## config.mk

```make
export PLATFORM = sky130hd
export DESIGN_NAME = des_block_loader_flat
export DESIGN_NICKNAME = d
export VERILOG_FILES = /design/src/rtl/des_block_loader_if.sv /design/src/rtl/des_block_loader.sv /design/src/flat_wrapper.sv
export SDC_FILE = /design/constraint.sdc
export NUM_CORES = 1
export LEC_CHECK = 0
export ABC_AREA = 1
export CORE_MARGIN = 2
export CORE_UTILIZATION = 30
export DETAILED_ROUTE_END_ITERATION = 12
export PLACE_DENSITY = 0.53
export SETUP_SLACK_MARGIN = 0.4
export SLEW_MARGIN = 40
export SYNTH_ARGS = -nofsm -noshare
export SYNTH_HDL_FRONTEND = slang
export SYNTH_SLANG_ARGS = --single-unit
```

## constraint.sdc

```tcl
create_clock -name clk -period 1.6 [get_ports clk]
set_input_delay 0.32 -clock clk [delete_from_list [all_inputs] [get_ports clk]]
set_output_delay 0.32 -clock clk [all_outputs]
set_load 0.1 [all_outputs]
```

## src/rtl/des_block_loader_if.sv

```systemverilog
// rtl/des_block_loader_if.sv - byte stream in, assembled DES block out, between loader and its neighbours
interface des_block_loader_if;
  logic [8:1]  din;
  logic        din_valid;
  logic        din_ready;
  logic        abort;
  logic        blk_ack;
  logic [64:1] plaintxt;
  logic        select;
  logic        blk_valid;
  logic [3:0]  byte_cnt;

  modport master (
    output din, din_valid, abort, blk_ack,
    input  din_ready, plaintxt, select, blk_valid, byte_cnt
  );

  modport slave (
    input  din, din_valid, abort, blk_ack,
    output din_ready, plaintxt, select, blk_valid, byte_cnt
  );
endinterface

```

## src/rtl/des_block_loader.sv

```systemverilog
// rtl/des_block_loader.sv - assembles 8 input bytes into a 64-bit block and holds it for the IP stage
module des_block_loader #(
  parameter bit MSB_FIRST = 1'b1
) (
  input logic                clk,
  input logic                rst_n,
  des_block_loader_if.slave  bus
);

  typedef enum logic [1:0] {IDLE, LOAD, SETUP, HOLD} state_t;

  state_t      state;
  logic [63:0] buffer;
  logic [3:0]  cnt;
  logic [63:0] plaintxt_q;
  logic        select_q;

  logic        din_ready;
  logic        accept;
  logic [3:0]  next_cnt;
  logic [2:0]  slot;
  logic [63:0] buffer_wr;

  always_comb begin
    din_ready = 1'b0;
    if (rst_n && state != SETUP && cnt < 4'd8) begin
      din_ready = 1'b1;
    end
  end

  assign accept   = bus.din_valid && din_ready;
  assign next_cnt = cnt + {3'b000, accept};
  // Slot 0 is the top byte when MSB_FIRST, so the byte index is 7 - cnt
  assign slot     = MSB_FIRST ? ~cnt[2:0] : cnt[2:0];

  always_comb begin
    buffer_wr = buffer;
    if (accept) begin
      buffer_wr[{slot, 3'b000} +: 8] = bus.din;
    end
  end

  always_ff @(posedge clk) begin
    if (!rst_n) begin
      state      <= IDLE;
      buffer     <= '0;
      cnt        <= '0;
      plaintxt_q <= '0;
      select_q   <= 1'b0;
    end else if (bus.abort) begin
      state    <= IDLE;
      buffer   <= '0;
      cnt      <= '0;
      select_q <= 1'b0;
    end else begin
      if (accept) begin
        buffer <= buffer_wr;
        cnt    <= next_cnt;
      end
      case (state)
        IDLE: begin
          if (accept) begin
            state <= LOAD;
          end
        end
        LOAD: begin
          if (next_cnt == 4'd8) begin
            state <= SETUP;
          end
        end
        SETUP: begin
          plaintxt_q <= buffer;
          buffer     <= '0;
          cnt        <= '0;
          state      <= HOLD;
        end
        HOLD: begin
          // select rises one edge after plaintxt loads; an ack only answers a presented block
          if (bus.blk_ack && select_q) begin
            select_q <= 1'b0;
            if (next_cnt == 4'd8) begin
              state <= SETUP;
            end else if (next_cnt == 4'd0) begin
              state <= IDLE;
            end else begin
              state <= LOAD;
            end
          end else begin
            select_q <= 1'b1;
          end
        end
        default: state <= IDLE;
      endcase
    end
  end

  assign bus.din_ready = din_ready;
  assign bus.plaintxt  = plaintxt_q;
  assign bus.select    = select_q;
  assign bus.blk_valid = select_q;
  assign bus.byte_cnt  = cnt;

endmodule

```

## src/flat_wrapper.sv

```systemverilog
// flat-port wrapper written by rule: the top's interface ports become plain ports
module des_block_loader_flat 
#(
  parameter bit MSB_FIRST = 1'b1
)
  (clk, rst_n, bus_din, bus_din_valid, bus_abort, bus_blk_ack, bus_din_ready, bus_plaintxt, bus_select, bus_blk_valid, bus_byte_cnt);
  des_block_loader_if bus_i ();
  input logic clk;
  input logic rst_n;
  input wire logic [$bits(bus_i.din)-1:0] bus_din;
  input wire logic [$bits(bus_i.din_valid)-1:0] bus_din_valid;
  input wire logic [$bits(bus_i.abort)-1:0] bus_abort;
  input wire logic [$bits(bus_i.blk_ack)-1:0] bus_blk_ack;
  output wire logic [$bits(bus_i.din_ready)-1:0] bus_din_ready;
  output wire logic [$bits(bus_i.plaintxt)-1:0] bus_plaintxt;
  output wire logic [$bits(bus_i.select)-1:0] bus_select;
  output wire logic [$bits(bus_i.blk_valid)-1:0] bus_blk_valid;
  output wire logic [$bits(bus_i.byte_cnt)-1:0] bus_byte_cnt;
  assign bus_i.din = bus_din;
  assign bus_i.din_valid = bus_din_valid;
  assign bus_i.abort = bus_abort;
  assign bus_i.blk_ack = bus_blk_ack;
  assign bus_din_ready = bus_i.din_ready;
  assign bus_plaintxt = bus_i.plaintxt;
  assign bus_select = bus_i.select;
  assign bus_blk_valid = bus_i.blk_valid;
  assign bus_byte_cnt = bus_i.byte_cnt;
  des_block_loader #(.MSB_FIRST(MSB_FIRST)) u_core (.clk(clk), .rst_n(rst_n), .bus(bus_i));
endmodule
```

After elaboration in Yosys (flattened, before gate mapping):

Index checks and enable logic that the tools add are counted.

* word-level logic and storage cells: 40
* input port bits: 13
* register bits: 135

* add/sub/neg operators: 2
* reductions and logical operators: 10
* order comparisons: 1
* mux-type cells: 9
* eq/ne operators: 8
* shift operators: 2
* bitwise logic cells: 3

Operator list (number)
* 64-bit bitwise mux: 1
* 8-bit by 8-bit variable shift with 64-bit output, first input constant: 1
* 8-bit by 8-bit variable part select with 64-bit output: 1
* 2-bit two-way mux: 4
* 6-bit negation with 8-bit output: 1
* 2-bit case mux with 4 select lines: 1
* 2-bit by 1-bit inequality test with 1-bit output, second input constant: 3
* 4-bit by 1-bit adder with 4-bit output: 1
* 2-bit == test, second input constant: 2
* 4-bit == test, second input constant: 1
* 1-bit logical AND: 4
* 4-bit zero test: 1
* 4-bit less-than comparator, second input constant: 1
* 1-bit two-way mux: 3
* 3-bit inverter: 1
* 3-bit AND reduction: 1
* 3-bit OR reduction: 1
* 2-bit by 1-bit == test with 1-bit output, second input constant: 1
* 2-bit zero test: 1
* 2-bit inequality test, second input constant: 1
* 1-bit inverter: 2
* 2-bit AND reduction: 1
* 2-bit OR reduction: 1

Longest topological paths before layout:

Gate-level depths: netlist (run 1).

* word-level depth: 11
* gate-level depth with buffers: 11
* depth with buffers taken out: 11

Worst setup path after synthesis (run 1):

OpenSTA, ideal clock, no wires.

* kind: register -> register
* start: reg u_core.cnt[0], in the netlist u_core.bus.byte_cnt[0]
* end: reg u_core.buffer[57]
* clock period less this slack: 2.474 ns
* required time: 1.487 ns
* library setup time: 0.113 ns
* buffers on the path: 1
* cell stages (with the launch flop): 10
* arrival time: 2.362 ns
* path slack: -0.874 ns
* cells stage by stage: dfxtp_1 -> ha_1 -> ha_1 -> buf_4 -> inv_2 -> nand3_1 -> nor2_1 -> o21ai_0 -> nand2_1 -> nor2_1

* word-level cells in the longest chain between the ends: 4
* elaborated cells between the ends (all ways): 9

Ends and longest elaborated chain
* from (decl): RTL line des_block_loader.sv:14 `logic [3:0] cnt;`
* from (signal assigned): RTL line des_block_loader.sv:58 `cnt <= next_cnt;`
* 3-bit inverter / 4-bit less-than comparator (equally long branches): RTL line des_block_loader.sv:34, des_block_loader.sv:26
* 6-bit negation with 8-bit output / 1-bit logical AND (equally long branches): RTL line des_block_loader.sv:39, des_block_loader.sv:26
* 8-bit by 8-bit variable part select with 64-bit output, or another cell as far along: RTL line des_block_loader.sv:39 `buffer_wr[{slot, 3'b000} +: 8] = bus.din;`
* 64-bit bitwise mux / 1-bit logical AND (equally long branches): RTL line des_block_loader.sv:39, des_block_loader.sv:31
* to (signal assigned): RTL line des_block_loader.sv:57 `buffer <= buffer_wr;`
* to (decl): RTL line des_block_loader.sv:13 `logic [63:0] buffer;`

Parallel ways exist; a longest one is shown, timed or not.
A chain may end at the register's enable or synchronous reset.

Final worst setup path (run 1):

* start: reg u_core.cnt[0], in the netlist u_core.bus.byte_cnt[0]
* end: reg u_core.buffer[40]

The elaborated chain is that of the path after synthesis.

==> results of run 1 <==
metal layers:
metal / GRT usage, % / vias to the layer above
met4: 8.80 / 0
met2: 32.0 / 222
met3: 4.74 / 61
met5: 0 / -
li1: - / 2690
met1: 25.7 / 2805
registers in the layout (all words and copies together) (netlist names):
register              cells
u_core.buffer            64
u_core.bus.plaintxt      64
u_core.bus.byte_cnt       4
u_core.state              2
u_core.bus.blk_valid      1
stage by stage:
stage / power [mW] / std cells
CTS: 7.85 / 1073
detailed placement: 3.82 / 998
global placement: 3.81 / 998
floorplan: 3.65 / 691
global route: 8.13 / 1113
finish: 7.89 / 1113
worst max-delay path by stage:
| stage | start | endpoint | slack (ps) |
|---|---|---|---|
| 3_5_place_dp | rst_n | u_core.state[1] | -510 |
| 6_report | u_core.bus.byte_cnt[0] | u_core.buffer[40] | -70 |
| 3_3_place_gp | rst_n | u_core.state[1] | -370 |
| 4_1_cts | u_core.bus.byte_cnt[1] | u_core.buffer[32] | -30 |
| 5_1_grt | u_core.state[0] | u_core.state[1] | -130 |
| 2_1_floorplan | u_core.bus.byte_cnt[0] | u_core.buffer[32] | -150 |
power by group:
part	switching (mW)	total (mW)	internal [mW]
registers	0.0109	3.33	3.32
clock network	1.52	3.99	2.47
logic	0.362	0.567	0.205
total	1.89	7.89	5.99
cell type report:
cell class	instances	area (µm²)
Fill cell	1341	6590
Multi-Input combinational cell	489	3590
Timing Repair Buffer	206	3090
Sequential cell	135	2870
Clock buffer	23	488
Tap cell	225	282
Inverter	26	158
Clock inverter	9	114
cells by family (layout without fill, tap and decap cells):
| logic type | after synthesis | count (layout) | share of synthesized area, % |
|---|---|---|---|
| AOI/OAI and AO/OA | 165 | 165 | 16.1 |
| xor gates and xnor gates | 1 | 1 | 0.167 |
| adders and majority gates | 4 | 4 | 0.954 |
| buffers and inverters | 69 | 264 | 5.86 |
| DFF | 135 | 135 | 51.5 |
| and+or+nand+nor | 317 | 319 | 25.4 |
critical path, cell delays in order, from the launching register on:
cell	delay [ps]
dfxtp_4	350
ha_4	160
ha_4	170
nor2_4	200
buf_6	170
nand2_4	120
nor2_4	160
nand2_2	80
a21oi_2	180
cells in the mapped netlist (all sizes together):
| library cell | n | area (µm²) |
|---|---|---|
| clkbuf | 11 | 41.3 |
| nand4 | 3 | 25.0 |
| buf | 32 | 168 |
| inv | 25 | 93.8 |
| dfxtp | 135 | 2700 |
| nand2 | 150 | 571 |
| nor2 | 84 | 338 |
| nor3 | 1 | 5.00 |
| xnor2 | 1 | 8.76 |
| ha | 4 | 50.1 |
| clkinv | 1 | 5.00 |
| o21ai | 43 | 215 |
| o21bai | 8 | 60.1 |
| a21oi | 114 | 571 |
| nand3 | 79 | 395 |
repair_timing:
action	in CTS	in global routing
cloned	18	5
pin swaps	29	90
setup endpoints to repair	205	205
gates resized for setup	131	285
hold endpoints to repair	0	0
setup buffers	25	35
==> results.py, run 1 <==
metrics = {
    "clock_tree": {
        "cts_buffers": 17,
        "cts_root_buffer": "clkbuf_16",
        "cts_sinks": 135,
        "clk_latency_ps": 430,
        "cts_max_path_buffers": 2,
        "cts_tree": "done",
        "htree_levels": 4,
        "hold_buffers": 0,
        "clkTransAtPathRegs_ps": 60,
    },
    "setup_path": {
        "r2r_slack_ps": -70,
        "required_ps": 1950,
        "r2r_end": "u_core.buffer[40]",
        "r2r_cells": 8,
        "cp.arrival_ps": 2010,
        "end_kind": "register",
        "critPathMaxFanout": 6,
        "r2r-start": "u_core.bus.byte_cnt[0]",
        "cp-start-kind": "register",
        "critPathKind": "reg2reg",
    },
    "global_route": {
        "grt_max_degree": 35,
        "grt_pass1_wl_um": 28500,
        "grt_pass1_vias": 5395,
        "antenna_found_initial": 0,
        "grt-ovfl-total": 0,
        "track_usage_pct": 20.0,
    },
    "place": {
        "post_dp_cell_area_um2": 7420,
        "place_congestion": 0.886,
        "dp_hpwl_um": 11000,
        "post-place-ws_ps": -515,
        "port_buffers": 83,
    },
    "timing": {
        "slew_headroom_pct": 73.5,
        "drv_slew": 0,
        "fmax_ghz": 0.600,
        "setup_slack_ps": -65.7,
        "rsz0062_at_grt": "yes",
        "worstMarginPinSlew_ps": 396,
        "hold_viol_final": 0,
        "period_minus_slack_ps": 1670,
        "skew_ps": 7.10,
        "post-route-period-util_pct": 104,
        "setup_viol": 22,
        "setup_tns_ps": -504,
        "whs_ps": 468,
    },
    "yosys": {
        "ys_seq_area_share_pct": 51.5,
        "syn_area_per_cell_um2": 7.60,
        "synth_nets": 708,
        "yosysWarnings": 0,
        "synth_cell_type_count": 22,
        "syn_inst": 691,
        "syn-cell-area_um2": 5250,
        "synth-seq-cells": 135,
    },
    "die": {
        "start_util_pct": 30.6,
        "num_io_pins": 84,
        "die-area_um2": 18600,
        "die_y_um": 136,
        "die_width_um": 136,
        "coreArea_um2": 17200,
        "rows": 48,
    },
    "cells_and_area": {
        "antenna_cells": 0,
        "finalInstanceArea_um2": 10600,
        "final_nets": 892,
        "final_core_util_pct": 61.6,
        "final_common_cell": "buf_12",
        "layout_common_cells": "buf_12 (88), nand2_1 (87), a21oi_2 (76)",
        "syn_to_final_growth_pct": 102,
        "drive_gt1_share_pct": 61.1,
    },
    "min_path": {
        "hold_path_class": "reg2reg",
        "hp-start": "u_core.buffer[20]",
        "hold_end": "u_core.buffer[20]",
        "whs_path_depth": 2,
    },
    "power": {
        "p_leak_nw": 3.63,
        "peakVddDrop_v": 0.000695,
        "p_per_area_nw_per_um2": 745,
    },
    "drt": {
        "wl_met2_um": 10100,
        "avgViaCountPerCell": 5.19,
        "drtAntennaViolNets": 0,
        "wl_um": 20300,
        "wl_met3_um": 1310,
        "top_layer": "met4",
        "drcViolationCount": 0,
        "drt_iter0_drc": 507,
        "num_vias": 5778,
        "dr.pass1.iters": 5,
        "met1_length_um": 8110,
        "routedWlPerCell_um": 18.3,
    },
    "status": {
        "violations": "negative setup slack",
        "status": "finished, violations left",
    },
    "job": {
        "drv_cap": 0,
    },
}
(Power assumes the default switching activity.)
==> inputs of run 2 (changes only) <==
--- a/config.mk
+++ b/config.mk
@@ -8,9 +8,11 @@
 export ABC_AREA = 1
 export CORE_MARGIN = 2
 export CORE_UTILIZATION = 30
+export CTS_CLUSTER_SIZE = 30
 export DETAILED_ROUTE_END_ITERATION = 12
 export PLACE_DENSITY = 0.53
 export SETUP_SLACK_MARGIN = 0.4
+export SKIP_CTS_REPAIR_TIMING = 1
 export SLEW_MARGIN = 40
 export SYNTH_ARGS = -nofsm -noshare
 export SYNTH_HDL_FRONTEND = slang
==> run 2 against run 1 <==
Compared with the run above:
- the run still ends with negative setup slack left
- routed wire length shrank 9.1%
- die area is the same
- sequential cell count stayed put
- register-to-register slack hardly changed
- first-iteration DRC count is 13% lower
- sequential power up 1%
- maximum frequency grew 0.40%
- non-clock buffer count shrank 51
- final cell count decreased by 4.6%
- critical endpoint is now u_core.buffer[13]
- largest cell class unchanged
- largest power group unchanged
==> results.py, run 2 (synthesis gave the netlist of run 1 again) <==
metrics = {
    "power": {
        "p_seq_share_pct": 43.0,
        "comb_power_share_pct": 6.4,
        "p_clk_share_pct": 50.6,
        "peakVddDrop_v": 0.000716,
        "p_leak_nw": 3.24,
        "p_int_mw": 6.01,
        "p_per_area_nw_per_um2": 851,
        "finalPower_mw": 7.84,
        "p_switching_mw": 1.83,
        "swShare_pct": 23.3,
    },
    "setup_path": {
        "end_kind": "register",
        "r2r_end": "u_core.buffer[13]",
        "r2r_cells": 8,
        "r2r-start": "u_core.bus.byte_cnt[0]",
        "cp.arrival_ps": 2020,
        "required_ps": 1960,
        "critPathMaxFanout": 7,
        "cp-start-kind": "register",
        "critPathKind": "reg2reg",
        "r2r_slack_ps": -60,
    },
    "drt": {
        "drt_iter0_drc": 442,
        "routedWlPerCell_um": 17.4,
        "drtAntennaViolNets": 0,
        "avgViaCountPerCell": 5.07,
        "num_vias": 5389,
        "drcViolationCount": 0,
        "dr.pass1.iters": 6,
        "wl_um": 18500,
    },
    "cells_and_area": {
        "final_nets": 841,
        "finalInstanceArea_um2": 9220,
        "final_cells": 1062,
        "final_core_util_pct": 53.7,
        "multiInputGateArea_um2": 2920,
        "antenna_cells": 0,
        "layout_common_cells": "nand2_1 (117), a21oi_1 (85), buf_12 (81)",
        "syn_to_final_growth_pct": 75.7,
        "final-seq-area_um2": 2810,
        "final_common_cell": "nand2_1",
        "fill_cells": 1513,
        "drive_gt1_share_pct": 46.2,
    },
    "die": {
        "rows": 48,
        "die-area_um2": 18600,
        "die_width_um": 136,
        "coreArea_um2": 17200,
        "die_y_um": 136,
        "num_io_pins": 84,
        "start_util_pct": 30.6,
    },
    "timing": {
        "hold_viol_final": 0,
        "whs_ps": 463,
        "skew_ps": 6.04,
        "setup_tns_ps": -863,
        "slew_headroom_pct": 75.5,
        "drv_slew": 0,
        "post-route-period-util_pct": 104,
        "setup_slack_ps": -59.0,
        "worstMarginPinSlew_ps": 367,
        "setup_viol": 38,
        "fmax_ghz": 0.603,
        "rsz0062_at_grt": "yes",
        "period_minus_slack_ps": 1660,
    },
    "status": {
        "violations": "negative setup slack",
        "status": "finished, violations left",
    },
    "clock_tree": {
        "cts_root_buffer": "clkbuf_16",
        "cts_buffers": 17,
        "cts_sinks": 135,
        "htree_levels": 4,
        "cts_tree": "done",
        "cts_max_path_buffers": 2,
        "clk_latency_ps": 430,
        "clkTransAtPathRegs_ps": 60,
    },
    "job": {
        "drv_cap": 0,
    },
    "min_path": {
        "whs_path_depth": 2,
        "hp-start": "u_core.buffer[20]",
        "hold_end": "u_core.buffer[20]",
        "hold_path_class": "reg2reg",
    },
    "global_route": {
        "grt_max_degree": 35,
        "track_usage_pct": 16.9,
        "grt_pass1_wl_um": 24500,
        "grt-ovfl-total": 0,
        "antenna_found_initial": 0,
        "grt_pass1_vias": 4858,
    },
    "place": {
        "place_congestion": 0.886,
        "post_dp_cell_area_um2": 7420,
        "dpl.cell_count": 998,
        "dp_hpwl_um": 11000,
        "port_buffers": 83,
        "post-place-ws_ps": -515,
    },
}
run 2: cell count changes in the layout (fill, tap and decap cells not counted), sizes merged:
cell           previous run  this run
clkdlybuf4s50            11        12
buf                     189       135
dlymetal6s2s              1         0
clkbuf                   28        31
run 2: metal layers:
| layer | vias to the layer above | GRT usage, % | wire length [µm] |
|---|---|---|---|
| met3 | 34 | 4.62 | 1100 |
| met4 | 0 | 6.31 | 398 |
| met2 | 174 | 26.2 | 8880 |
| li1 | 2585 | - | - |
| met1 | 2596 | 22.3 | 8110 |
| met5 | - | 0 | 0 |
run 2: cell type report:
type	instances	share of cell area (%)
Tap cell	225	3.05
Inverter	26	1.44
Clock buffer	23	5.29
Clock inverter	9	1.23
Timing Repair Buffer	155	26.9
Sequential cell	135	30.4
Multi-Input combinational cell	489	31.6
run 2: worst max path at each step:
stage,from,end,cells after the start
2_1_floorplan,u_core.bus.byte_cnt[0],u_core.buffer[32],10
3_3_place_gp,rst_n,u_core.state[1],10
3_5_place_dp,rst_n,u_core.state[1],10
4_1_cts,u_core.state[0],bus_din_ready,6
5_1_grt,u_core.bus.byte_cnt[0],u_core.buffer[13],8
6_report,u_core.bus.byte_cnt[0],u_core.buffer[13],8
run 2: critical path, cell delays in order (launching register included):
cell	delay (ps)
dfxtp_4	350
ha_4	160
ha_4	330
buf_4	150
nand3_2	180
nor2_4	150
buf_4	120
nor2_1	40
nor2_1	110
run 2: power by group through the flow:
stage / clock (mW) / combinational [mW] / sequential (mW)
5_1_grt: 4.20 / 0.535 / 3.37
6_report: 3.97 / 0.506 / 3.37
4_1_cts: 4.03 / 0.374 / 3.37
2_1_floorplan: 0 / 0.193 / 3.45
3_3_place_gp: 0 / 0.369 / 3.44
3_5_place_dp: 0 / 0.374 / 3.44
==> inputs of run 3 (changes only) <==
--- a/config.mk
+++ b/config.mk
@@ -6,7 +6,7 @@
 export NUM_CORES = 1
 export LEC_CHECK = 0
 export ABC_AREA = 1
-export CORE_MARGIN = 2
+export CORE_MARGIN = 1.5
 export CORE_UTILIZATION = 30
 export CTS_CLUSTER_SIZE = 30
 export DETAILED_ROUTE_END_ITERATION = 12
==> run 3 against run 2 <==
Compared with the run above:
- the flow still finishes with violations (negative setup slack)
- final cell count grew 0.38%
- largest cell class unchanged
- sequential cell count is the same
- die area shrank 1.5%
- clock skew grew 1.5 ps
- largest power group unchanged
- via count is the same
- critical endpoint is now u_core.buffer[32]
- maximum frequency shrank 1.1%
- final area grew 3.8%
- highest routed layer unchanged
==> results.py, run 3 (synthesis gave the netlist of run 1 again) <==
metrics = {
    "status": {
        "status": "finished, violations left",
        "violations": "negative setup slack",
    },
    "timing": {
        "slew_headroom_pct": 71.9,
        "setup_tns_ps": -955,
        "worstMarginPinSlew_ps": 422,
        "period_minus_slack_ps": 1680,
        "whs_ps": 464,
        "setup_slack_ps": -77.0,
        "drv_slew": 0,
        "skew_ps": 7.58,
        "rsz0062_at_grt": "yes",
        "fmax_ghz": 0.596,
        "hold_viol_final": 0,
        "setup_viol": 32,
        "post-route-period-util_pct": 105,
    },
    "drt": {
        "drcViolationCount": 0,
        "routedWlPerCell_um": 17.4,
        "dr.pass1.iters": 8,
        "avgViaCountPerCell": 5.06,
        "num_vias": 5389,
        "drt_iter0_drc": 413,
        "wl_um": 18500,
        "drtAntennaViolNets": 0,
    },
    "setup_path": {
        "crit_end": "u_core.buffer[32]",
        "required_ps": 1960,
        "cp.arrival_ps": 2040,
        "critical_path_depth": 9,
        "cp-startpoint": "u_core.bus.byte_cnt[1]",
        "critPathTopFamily": "simple AND/OR/NAND/NOR gates",
        "cp_num_buf_inv": 2,
        "end_kind": "register",
        "cp-start-kind": "register",
        "critPathKind": "reg2reg",
        "r2r_slack_ps": -80,
        "r2r_cells": 9,
        "r2r_end": "u_core.buffer[32]",
        "cpMaxStageDelayCell": "dfxtp_4",
        "crit_path_max_incr_delay_ps": 350,
        "crit_chain": "ha_4, ha_4, inv_8, nor2_4, nand3_2, nor2_4, buf_6, o21ai_0, nor2_1",
        "critPathMaxFanout": 9,
        "r2r-start": "u_core.bus.byte_cnt[1]",
    },
    "power": {
        "finalPower_mw": 7.81,
        "p_per_area_nw_per_um2": 816,
        "peakVddDrop_v": 0.000705,
        "p_leak_nw": 3.20,
    },
    "clock_tree": {
        "cts_tree": "done",
        "clkTransAtPathRegs_ps": 60,
        "cts_max_path_buffers": 2,
        "cts_root_buffer": "clkbuf_16",
        "htree_levels": 4,
        "cts_sinks": 135,
        "cts_buffers": 17,
        "clk_latency_ps": 430,
    },
    "global_route": {
        "grt_pass1_vias": 4874,
        "antenna_found_initial": 0,
        "track_usage_pct": 17.0,
        "grt_pass1_wl_um": 24400,
        "grt_max_degree": 35,
        "grt-ovfl-total": 0,
    },
    "min_path": {
        "hold_path_class": "reg2reg",
    },
    "place": {
        "post_dp_cell_area_um2": 7440,
        "post-place-ws_ps": -479,
        "port_buffers": 83,
        "place_congestion": 0.900,
        "dp_hpwl_um": 11100,
    },
    "cells_and_area": {
        "layout_common_cells": "nand2_1 (117), buf_12 (80), dfxtp_2 (66)",
        "drive_gt1_share_pct": 53.2,
        "final-seq-area_um2": 2800,
        "fill_cells": 1497,
        "finalInstanceArea_um2": 9570,
        "final_common_cell": "nand2_1",
        "antenna_cells": 0,
        "final_nets": 845,
        "multiInputGateArea_um2": 3240,
        "syn_to_final_growth_pct": 82.4,
    },
    "die": {
        "num_io_pins": 84,
        "rows": 48,
        "die_y_um": 135,
        "die_width_um": 135,
        "die-area_um2": 18300,
        "start_util_pct": 30.6,
        "coreArea_um2": 17200,
    },
    "job": {
        "drv_cap": 0,
    },
}
## run 3: worst min path at each step
stage,startpoint,to,slack (ps),depth (start not counted)
2_1_floorplan,u_core.buffer[16],u_core.buffer[16],430,2
3_3_place_gp,u_core.buffer[16],u_core.buffer[16],460,2
3_5_place_dp,u_core.buffer[48],u_core.buffer[48],460,2
4_1_cts,u_core.buffer[16],u_core.buffer[16],470,2
5_1_grt,u_core.buffer[28],u_core.bus.plaintxt[29],480,2
6_report,u_core.buffer[28],u_core.bus.plaintxt[29],460,2
## run 3: per-layer routing
layer	share of wire [%]	vias to the layer above	GRT usage [%]
met4	1.9	0	4.90
met1	45	2619	22.3
met2	49	157	27.6
met3	4.5	32	4.53
met5	0	-	0
li1	-	2581	-
## run 3: layout make-up
type                       instances  share of cell area (%)
clock buffer                      21                    4.93
clock inverter                    11                    1.24
inverter                          26                    1.50
multi-input combinational        489                    33.9
sequential                       135                    29.3
tap                              225                    2.94
timing repair buffer             158                    26.1
timing repair inverter             1                  0.0915
## run 3: worst register-to-register path, stage by stage (launching register included)
cell and delay (ps):
dfxtp_4 350, ha_4 160, ha_4 310, inv_8 60, nor2_4 80, nand3_2 90, nor2_4 210, buf_6 150
o21ai_0 90, nor2_1 110
## run 3: stage by stage
| stage | cells | util [%] |
|---|---|---|
| CTS | 1033 | 46.8 |
| global placement | 1001 | 43.3 |
| finish | 1066 | 55.7 |
| global route | 1066 | 55.7 |
| floorplan | 691 | - |
| detailed placement | 1001 | 43.3 |
## run 3: power breakdown
group	internal, mW	switching (mW)
clock network	2.43	1.52
registers	3.36	0.00926
logic	0.172	0.320
